[config.mk]
export PLATFORM = sky130hd
export DESIGN_NAME = sdft_sequencer
export DESIGN_NICKNAME = d
export VERILOG_FILES = /design/src/rtl/sdft_pkg.sv /design/src/rtl/sdft_delay_line.sv /design/src/rtl/sdft_sequencer.sv
export SDC_FILE = /design/constraint.sdc
export NUM_CORES = 1
export LEC_CHECK = 0
export ABC_AREA = 1
export CORE_MARGIN = 3
export CORE_UTILIZATION = 62
export CTS_BUF_LIST = sky130_fd_sc_hd__clkbuf_4
export CTS_CLUSTER_DIAMETER = 50
export DETAILED_ROUTE_END_ITERATION = 8
export PLACE_DENSITY = 0.82
export RECOVER_POWER = 50
export SYNTH_ARGS = -nofsm -noshare
export SYNTH_HDL_FRONTEND = slang
export SYNTH_HIERARCHICAL = 1
export SYNTH_SLANG_ARGS = --single-unit
export TNS_END_PERCENT = 10
[constraint.sdc]
create_clock -name i_clk -period 13.27 [get_ports i_clk]
set_input_delay 2.654 -clock i_clk [delete_from_list [all_inputs] [get_ports i_clk]]
set_output_delay 2.654 -clock i_clk [all_outputs]
set_load 0.02 [all_outputs]
[src/rtl/sdft_pkg.sv]
// sdft_pkg: shared state encoding and width helpers for the sliding-DFT sequencer.
package sdft_pkg;

    typedef enum logic [1:0] {IDLE, LOAD, SWEEP, DRAIN} state_t;

    function automatic int bin_width(input int n);
        return (n > 1) ? $clog2(n) : 1;
    endfunction

    function automatic int delta_width(input int data_width);
        return data_width + 1;
    endfunction

endpackage

[src/rtl/sdft_delay_line.sv]
// sdft_delay_line: fixed-depth shift register with async clear, used to delay MAC issue into writeback.
module sdft_delay_line #(
    parameter int DEPTH = 2,
    parameter int WIDTH = 1
) (
    input  logic             i_clk,
    input  logic             i_reset,
    input  logic [WIDTH-1:0] i_d,
    output logic [WIDTH-1:0] o_q
);

    logic [WIDTH-1:0] r_pipe [DEPTH];

    always_ff @(posedge i_clk or posedge i_reset) begin
        if (i_reset) begin
            for (int k = 0; k < DEPTH; k++) r_pipe[k] <= '0;
        end else begin
            r_pipe[0] <= i_d;
            for (int k = 1; k < DEPTH; k++) r_pipe[k] <= r_pipe[k-1];
        end
    end

    assign o_q = r_pipe[DEPTH-1];

endmodule

[src/rtl/sdft_sequencer.sv]
// sdft_sequencer: per-frame sample intake, comb delta, single-MAC bin sweep and bin-bank port arbitration.
module sdft_sequencer
    import sdft_pkg::*;
#(
    parameter int data_width   = 8,
    parameter int freq_bins    = 16,
    parameter int pipe_latency = 2,
    localparam int BW = bin_width(freq_bins),
    localparam int DW = delta_width(data_width)
) (
    input  logic                         i_clk,
    input  logic                         i_reset,
    input  logic                         i_sample_valid,
    input  logic signed [data_width-1:0] i_sample,
    output logic                         o_sample_ready,
    output logic signed [DW-1:0]         o_delta,
    output logic [BW-1:0]                o_bin_addr,
    output logic                         o_mac_en,
    output logic                         o_wb_en,
    output logic [BW-1:0]                o_wb_addr,
    input  logic                         i_rd_req,
    output logic                         o_rd_grant,
    output logic                         o_busy,
    output logic                         o_frame_done
);

    localparam int CW = $clog2(freq_bins + pipe_latency + 1);

    state_t                       r_state, w_next;
    logic [CW-1:0]                r_cnt;
    logic                         r_live, r_done, r_fair;
    logic [BW-1:0]                r_wptr;
    logic signed [data_width-1:0] r_hist [freq_bins];
    logic signed [DW-1:0]         r_delta;
    logic                         w_idle, w_accept;
    logic [BW:0]                  w_wb;

    // r_live keeps the handshake outputs low until the first clock after reset
    assign w_idle         = r_live && r_state == IDLE;
    assign o_sample_ready = w_idle && !(i_rd_req && r_fair);
    assign o_rd_grant     = w_idle && i_rd_req && (r_fair || !i_sample_valid);
    assign w_accept       = i_sample_valid && o_sample_ready;

    always_ff @(posedge i_clk or posedge i_reset) begin
        if (i_reset) begin
            r_state <= IDLE;
            r_cnt   <= '0;
            r_live  <= 1'b0;
            r_done  <= 1'b0;
        end else begin
            r_state <= w_next;
            r_cnt   <= (w_next != r_state || r_state == IDLE) ? '0 : r_cnt + CW'(1);
            r_live  <= 1'b1;
            r_done  <= r_state == DRAIN && w_next == IDLE;
        end
    end

    always_comb begin
        w_next = (r_state == IDLE)  ? (w_accept ? LOAD : IDLE) :
                 (r_state == LOAD)  ? SWEEP :
                 (r_state == SWEEP) ? ((r_cnt == CW'(freq_bins - 1)) ? DRAIN : SWEEP) :
                                      ((r_cnt == CW'(pipe_latency - 1)) ? IDLE : DRAIN);
    end

    always_comb begin
        o_busy     = r_state != IDLE;
        o_mac_en   = r_state == SWEEP;
        o_bin_addr = (r_state == SWEEP) ? r_cnt[BW-1:0] : '0;
    end

    // Sample, delta and history are all captured on the accepting edge so the input may change in LOAD
    always_ff @(posedge i_clk or posedge i_reset) begin
        if (i_reset) begin
            for (int k = 0; k < freq_bins; k++) r_hist[k] <= '0;
            r_wptr  <= '0;
            r_delta <= '0;
            r_fair  <= 1'b0;
        end else begin
            if (w_accept) begin
                r_hist[r_wptr] <= i_sample;
                r_wptr         <= r_wptr + BW'(1);
                r_delta        <= $signed({i_sample[data_width-1], i_sample})
                                - $signed({r_hist[r_wptr][data_width-1], r_hist[r_wptr]});
            end
            if (w_accept)
                r_fair <= 1'b1;
            else if (o_rd_grant)
                r_fair <= 1'b0;
        end
    end

    sdft_delay_line #(.DEPTH(pipe_latency), .WIDTH(BW + 1)) u_wb_delay (
        .i_clk   (i_clk),
        .i_reset (i_reset),
        .i_d     ({o_mac_en, o_bin_addr}),
        .o_q     (w_wb)
    );

    assign o_wb_en      = w_wb[BW];
    assign o_wb_addr    = w_wb[BW-1:0];
    assign o_delta      = r_delta;
    assign o_frame_done = r_done;

endmodule

==> flow_summary.yaml, run 1 <==
clock_network:
  cts_tree: "done"
  cts-root-buf: "clkbuf_4"
  ctsLongestPathBuffers: 2
  clk_latency_ns: 0.56
  cts_buffers: 17
  hold_buffers: 0
  cts_setup_buffers: 0
  path_clk_slew_ns: 0.12
  cts-resized-gates: 0
  cts.sinks: 161
  cts_max_level: 4
final_layout:
  drive_gt1_share_pct: 3.27
  syn_to_final_growth_pct: 6.29
  finalNetCount: 938
  final_util_pct: 68.2
  finalNonFillerCells: 1061
  diodes: 0
  final_common_cell: "nand2_1"
  layout_common_cells: "nand2_1, o21ai_0, dfrtp_1"
setup_path:
  cp.required_ns: 12.71
  crit_type: "in -> async"
  crit_arrival_ns: 8.02
  cpPeakStageDelay_ns: 2.98
  cp_cell_sequence: "dlygate4sd3_1, clkinvlp_2, clkbuf_1"
  critPathTopFamily: "buffers and inverters"
  critPathLaunchType: "input pin"
  worstPathMaxFanout: 81
  crit_slowest_cell: "clkbuf_1"
  crit_path_end_kind: "asynchronous set/reset pin"
  cp_num_buf_inv: 3
global_route:
  grt_pass1_wl_mm: 28.3
  grt_use_total_pct: 27.2
  overflow: 0
  grt_max_degree: 82
  first_global_vias: 5927
  antenna_found_initial: 0
floorplanning:
  core_sq_um: 11600
  die-area_sq_um: 13300
  initial_core_util_pct: 64.2
  rows: 39
  dieWidth_microns: 115
  ios: 35
  die_h_microns: 115
pwr:
  peakVddDrop_v: 0.000153
  power_leakage_nw: 3.79
  p_per_area_nw_per_um2: 208
drt:
  via_count: 6115
  vias_per_cell: 5.76
  remaining_drc_errors: 0
  wirelength_mm: 17.0
  drtPass1Iterations: 6
  wire_per_inst_microns: 16.1
  drtIter0Drc: 857
  ant_nets: 0
placement:
  hpwlAfterDp_mm: 10.8
  placedCellCount: 1034
  dp_slack_ns: 6.62
  port_buffers: 34
  globalplace.congestion: 0.857
synthesis:
  ys_warn_count: 6
  synthesis.area_sq_um: 7420
  synth_cells: 909
  ys_seq_area_share_pct: 54.3
  syn_area_per_cell_sq_um: 8.17
  syn_nets: 937
  synth-seq-cells: 161
  synth.distinct_cells: 27
sta:
  period_share_pct: 64.7
  hold_viol: 0
  slew_headroom_pct: -172
  setup_slack_ns: 4.69
  setup_violations: 0
  tightest_slew_ns: 4.08
  period_minus_slack_ns: 8.58
  drv_slew: 154
  fin_setup_tns_ns: 0
  grt_setup_unrepaired: "no"
  clock_skew_ns: 0.0189
  fmax_ghz: 0.117
run:
  drv_cap: 2
hold_path:
  hold_path_class: "reg -> reg"
status:
  violations: "capacitance limit, slew limit"
  status: "finished with violations"
path summary, 6_finish.rpt:
kind                                       from                 to  slack, ns  cells past startpoint
hold reg to reg            u_wb_delay/r_pipe[9]  u_wb_delay/o_q[4]       0.35                      0
setup / recovery                        i_reset          r_wptr[0]       4.69                      3
min in group asynchronous               i_reset  u_wb_delay/o_q[4]       2.54                      2
hold / removal             u_wb_delay/r_pipe[9]  u_wb_delay/o_q[4]       0.35                      0
setup reg to reg                      r_wptr[0]         o_delta[8]       9.37                     17
max in group i_clk                     i_rd_req         o_rd_grant       6.55                      4
cells in the mapped netlist:
cell      number  area (sq um)
xnor2_1        1          8.76
a21oi_1        8          40.0
or2_2          1          6.26
o211ai_1       1          7.51
nand3b_1       4          30.0
buf_2          6          30.0
nand2_1      243           912
ha_1          15           188
and3_1         2          12.5
xor2_1         4          35.0
nor2_4         1          11.3
nand4_4        1          21.3
buf_1          5          18.8
nor2_2         4          25.0
conb_1         1          3.75
dfrtp_1      161          4030
o22ai_1        6          37.5
o21ai_0      207          1040
nand3_1       12          60.1
buf_4          5          37.5
nor2_1       116           435
nand4_1        3          18.8
inv_1         46           173
fa_1           1          20.0
o31ai_1        1          7.51
clkbuf_1      40           150
o21ai_1       14          70.1
logic make-up after synthesis:
logic type / share of synthesized area, %
flops: 54.3
xor+xnor: 0.590
fa+ha+maj: 2.80
other cells: 0.0505
compound gates: 16.1
simple gates: 20.6
buf+inv: 5.51
area by class of cell:
type / instances / area, sq um
inverter: 46 / 174
multi-input combinational: 646 / 2960
sequential: 161 / 4030
clock inverter: 5 / 20.0
fill: 906 / 3670
tap: 143 / 179
timing repair buffer: 38 / 367
clock buffer: 22 / 165
flip-flops by register name, indices dropped and copies added, names as in the netlist, 2 cells and up:
| name | cells |
|---|---|
| r_hist | 128 |
| o_delta | 9 |
| r_cnt | 5 |
| u_wb_delay/o_q | 5 |
| u_wb_delay/r_pipe | 5 |
| r_wptr | 4 |
| r_state | 2 |
where the power goes:
part	switching, mW	internal, mW
sequential	0.0618	0.605
clock	0.150	0.0766
combinational	0.482	0.265
total	0.694	0.947
stage by stage:
step / cell area, sq um / hold WS (ns) / total power [mW]
CTS: 7930 / 0.360 / 1.64
finish: 7890 / 0.355 / 1.64
detailed placement: 7740 / 0.336 / 1.42
floorplan: 7420 / 0.331 / 1.21
global placement: 7740 / 0.332 / 1.38
global route: 7890 / 0.364 / 1.78
layer usage:
metal	GRT usage, %	wire [microns]
met1	36.7	7400
met2	42.4	8060
met3	5.54	1050
met4	13.5	534
met5	0	0
Note: power is estimated with default switching activity, not from simulation.
==> inputs of run 2 (changes only) <==
- CORE_UTILIZATION: 62 -> 56
- PLACE_DENSITY: 0.82 -> 0.78
- clock period: 13.27 -> 6.9 ns (I/O delays scaled with it)
==> flow_summary.yaml, run 2 (same netlist as run 1, synthesis figures left out) <==
status:
  status: "finished with violations"
  violations: "capacitance limit, slew limit"
final_layout:
  regMostFlops: "r_hist"
  finalNetCount: 937
  final_common_cell: "nand2_1"
  largest_reg_flops: 128
  drive_gt1_share_pct: 4.56
  syn_to_final_growth_pct: 9.18
  final_util_pct: 63.5
  diodes: 0
  finalNonFillerCells: 1094
  finalInstanceArea_sq_um: 8110
  layout_common_cells: "nand2_1, o21ai_0, dfrtp_1"
  fillers: 1101
sta:
  period_share_pct: 63.2
  period_minus_slack_ns: 4.36
  tightest_slew_ns: 2.41
  grt_setup_unrepaired: "no"
  fin_setup_tns_ns: 0
  setup_violations: 0
  drv_slew: 47
  clock_skew_ns: 0.0226
  slew_headroom_pct: -60.8
  setup_slack_ns: 2.54
  fmax_ghz: 0.229
  hold_viol: 0
  holdWs_ns: 0.364
clock_network:
  cts_max_level: 4
  clk_latency_ns: 0.59
  cts-root-buf: "clkbuf_4"
  cts-resized-gates: 0
  cts_tree: "done"
  cts_setup_buffers: 0
  path_clk_slew_ns: 0.12
  cts.sinks: 161
  cts_buffers: 17
  hold_buffers: 0
  ctsLongestPathBuffers: 2
floorplanning:
  die-area_sq_um: 14700
  ios: 35
  core_sq_um: 12800
  dieWidth_microns: 121
  initial_core_util_pct: 58.1
  die_h_microns: 121
  rows: 41
hold_path:
  min_from: "u_wb_delay/r_pipe[8]"
  hold_end: "u_wb_delay/o_q[3]"
  min_path_cells: 0
  hold_path_class: "reg -> reg"
drt:
  drtPass1Iterations: 5
  remaining_drc_errors: 0
  via_count: 5956
  wire_per_inst_microns: 15.5
  wirelength_mm: 16.9
  wl_met1_mm: 7.61
  vias_per_cell: 5.44
  top_layer: "met4"
  met3WireLength_microns: 861
  drtIter0Drc: 490
  wl_met2_mm: 8.10
  ant_nets: 0
pwr:
  power_leakage_nw: 3.85
  power.total_mw: 3.37
  peakVddDrop_v: 0.000225
  p_per_area_nw_per_um2: 416
placement:
  hpwlAfterDp_mm: 10.4
  place_area_sq_um: 7770
  globalplace.congestion: 0.865
  dp_slack_ns: 2.77
  port_buffers: 34
  placedCellCount: 1062
setup_path:
  critPathLaunchType: "input pin"
  reg2reg_to: "o_delta[8]"
  crit_type: "in -> async"
  crit_arrival_ns: 4.57
  cp.required_ns: 7.11
  worstPathMaxFanout: 106
  r2r_slack_ns: 3.29
  crit_path_end_kind: "asynchronous set/reset pin"
  r2r-start: "r_wptr[0]"
  reg2reg_depth: 16
global_route:
  grt_max_degree: 107
  grt_use_total_pct: 24.5
  first_global_vias: 5654
  antenna_found_initial: 0
  grt_pass1_wl_mm: 28.1
  overflow: 0
run:
  drv_cap: 1
-- run 2: cell count changes in the layout (fill, tap and decap cells not counted), moves of 5 or more --
| cell | change |
|---|---|
| o21ai_1 | +8 |
| bufinv_16 | +5 |
| o21ai_0 | -8 |
| clkbuf_4 | -5 |
-- run 2: worst max-delay path by stage --
stage	from	endpoint	slack, ns	cells past startpoint
after CTS	i_rd_req	o_rd_grant	2.77	4
after global routing	i_reset	r_hist[5]	2.02	3
after floorplan	i_reset	o_delta[0]	1.46	1
final	i_reset	r_hist[5]	2.54	3
after global placement	i_rd_req	o_rd_grant	2.80	4
after detailed placement	i_rd_req	o_rd_grant	2.77	4
-- run 2: critical path, stage by stage --
cell and delay [ns]:
dlygate4sd3_1 0.60, inv_6 0.61, clkbuf_1 1.79
-- run 2: layer usage --
metal | up-vias | track usage, %
met4 | 0 | 8.89
met5 | - | 0
li1 | 2942 | -
met3 | 30 | 5.73
met2 | 157 | 39.2
met1 | 2827 | 33.0
-- run 2: area by class of cell --
class	instances	area (sq um)	area share (%)
Clock buffer	17	128	1.57
Clock inverter	15	233	2.87
Inverter	46	178	2.19
Multi-Input combinational cell	646	2960	36.6
Sequential cell	161	4030	49.7
Tap cell	172	215	2.65
Timing Repair Buffer	37	359	4.43
-- run 2: report_power, final --
| group | leakage, nW | internal (mW) | switching [mW] |
|---|---|---|---|
| logic | 1.50 | 0.515 | 0.882 |
| registers | 2.18 | 1.16 | 0.132 |
| clock network | 0.175 | 0.328 | 0.355 |
| total | 3.85 | 2.00 | 1.37 |
==> inputs of run 3 (changes only) <==
- CORE_UTILIZATION: 56 -> 62
- PLACE_DENSITY: 0.78 -> 0.82
- clock period: 6.9 -> 4.4 ns (I/O delays scaled with it)
==> flow_summary.yaml, run 3 (same netlist as run 1, synthesis figures left out) <==
status:
  status: "finished with violations"
  violations: "capacitance limit, slew limit"
global_route:
  grt_use_total_pct: 27.6
  grt_max_degree: 152
  first_global_vias: 5875
  antenna_found_initial: 0
  overflow: 0
  grt_pass1_wl_mm: 28.6
final_layout:
  layout_common_cells: "nand2_1, o21ai_0, dfrtp_1"
  regMostFlops: "r_hist"
  diodes: 0
  finalNetCount: 940
  drive_gt1_share_pct: 4.54
  multiInputGateArea_sq_um: 2970
  syn_to_final_growth_pct: 7.80
  final_util_pct: 69.2
  fillers: 932
  seqCellArea_sq_um: 4030
  final_common_cell: "nand2_1"
  largest_reg_flops: 128
sta:
  drv_slew: 152
  fmax_ghz: 0.303
  setup_violations: 0
  hold_viol: 0
  holdWs_ns: 0.358
  period_share_pct: 75.0
  grt_setup_unrepaired: "no"
  clock_skew_ns: 0.0180
  tightest_slew_ns: 2.01
  slew_headroom_pct: -33.8
  fin_setup_tns_ns: 0
  period_minus_slack_ns: 3.30
setup_path:
  crit_arrival_ns: 3.72
  r2r_slack_ns: 1.19
  reg2reg_to: "o_delta[8]"
  crit_type: "in -> reg"
  cp.required_ns: 4.82
  reg2reg_depth: 16
  crit_path_end_kind: "flip-flop"
  critPathLaunchType: "input pin"
  r2r-start: "r_wptr[0]"
  worstPathMaxFanout: 23
drt:
  wire_per_inst_microns: 16.2
  remaining_drc_errors: 0
  drtIter0Drc: 695
  wirelength_mm: 17.3
  vias_per_cell: 5.80
  ant_nets: 0
  via_count: 6197
  drtPass1Iterations: 6
floorplanning:
  rows: 39
  die_h_microns: 115
  ios: 35
  die-area_sq_um: 13300
  dieWidth_microns: 115
  core_sq_um: 11600
  initial_core_util_pct: 64.2
clock_network:
  cts_buffers: 17
  cts_setup_buffers: 0
  ctsLongestPathBuffers: 2
  cts.sinks: 161
  cts_max_level: 4
  hold_buffers: 0
  path_clk_slew_ns: 0.12
  cts-resized-gates: 0
  clk_latency_ns: 0.57
  cts_tree: "done"
  cts-root-buf: "clkbuf_4"
hold_path:
  min_path_cells: 0
  hold_end: "u_wb_delay/o_q[0]"
  min_from: "u_wb_delay/r_pipe[5]"
  hold_path_class: "reg -> reg"
placement:
  hpwlAfterDp_mm: 11.1
  globalplace.congestion: 0.862
  port_buffers: 34
pwr:
  peakVddDrop_v: 0.000544
  power_leakage_nw: 3.84
  power.total_mw: 5.12
  p_per_area_nw_per_um2: 640
run:
  drv_cap: 1
[run 3: report_power, final]
group / internal [mW] / switching, mW / total [mW]
logic: 0.815 / 1.37 / 2.19
registers: 1.82 / 0.272 / 2.09
clock network: 0.339 / 0.502 / 0.841
total: 2.98 / 2.15 / 5.12
[run 3: worst max-delay path, cell delays in order]
cell           delay [ns]
dlygate4sd3_1        0.55
nand2_1              0.09
nand4_1              0.89
nor2_2               0.58
nand2_1              0.43
nand2_1              0.18
o21ai_0              0.10
[run 3: cell type report]
class | instances | share of cell area [%]
Clock buffer | 19 | 1.78
Clock inverter | 13 | 1.49
Inverter | 46 | 2.20
Multi-Input combinational cell | 646 | 37.1
Sequential cell | 161 | 50.4
Tap cell | 143 | 2.24
Timing Repair Buffer | 40 | 4.81
[run 3: worst max path at each step]
stage                      end      from  depth (start not counted)  slack, ns
floorplan           o_delta[0]   i_reset                          1       1.62
CTS                 o_rd_grant  i_rd_req                          4       1.23
global route        r_hist[60]  i_rd_req                          7       0.91
detailed placement  o_rd_grant  i_rd_req                          4       1.23
finish              r_hist[61]  i_rd_req                          7       1.10
global placement    o_rd_grant  i_rd_req                          4       1.29
[run 3: routing by layer]
metal	share of wire, %	vias up	wire, microns	global-route usage [%]
met2	50	203	8640	45.3
met4	1.8	0	317	10.4
met3	5.6	28	963	5.95
li1	-	2939	-	-
met5	0	-	0	0
met1	43	3027	7340	36.3
[run 3: stage by stage]
step	instances	cell area, sq um	worst slack [ns]
after floorplan	909	7430	1.62
after global placement	1036	7770	1.29
after detailed placement	1036	7770	1.23
after CTS	1068	8030	1.23
after global routing	1068	8000	0.909
final	1068	8000	1.10
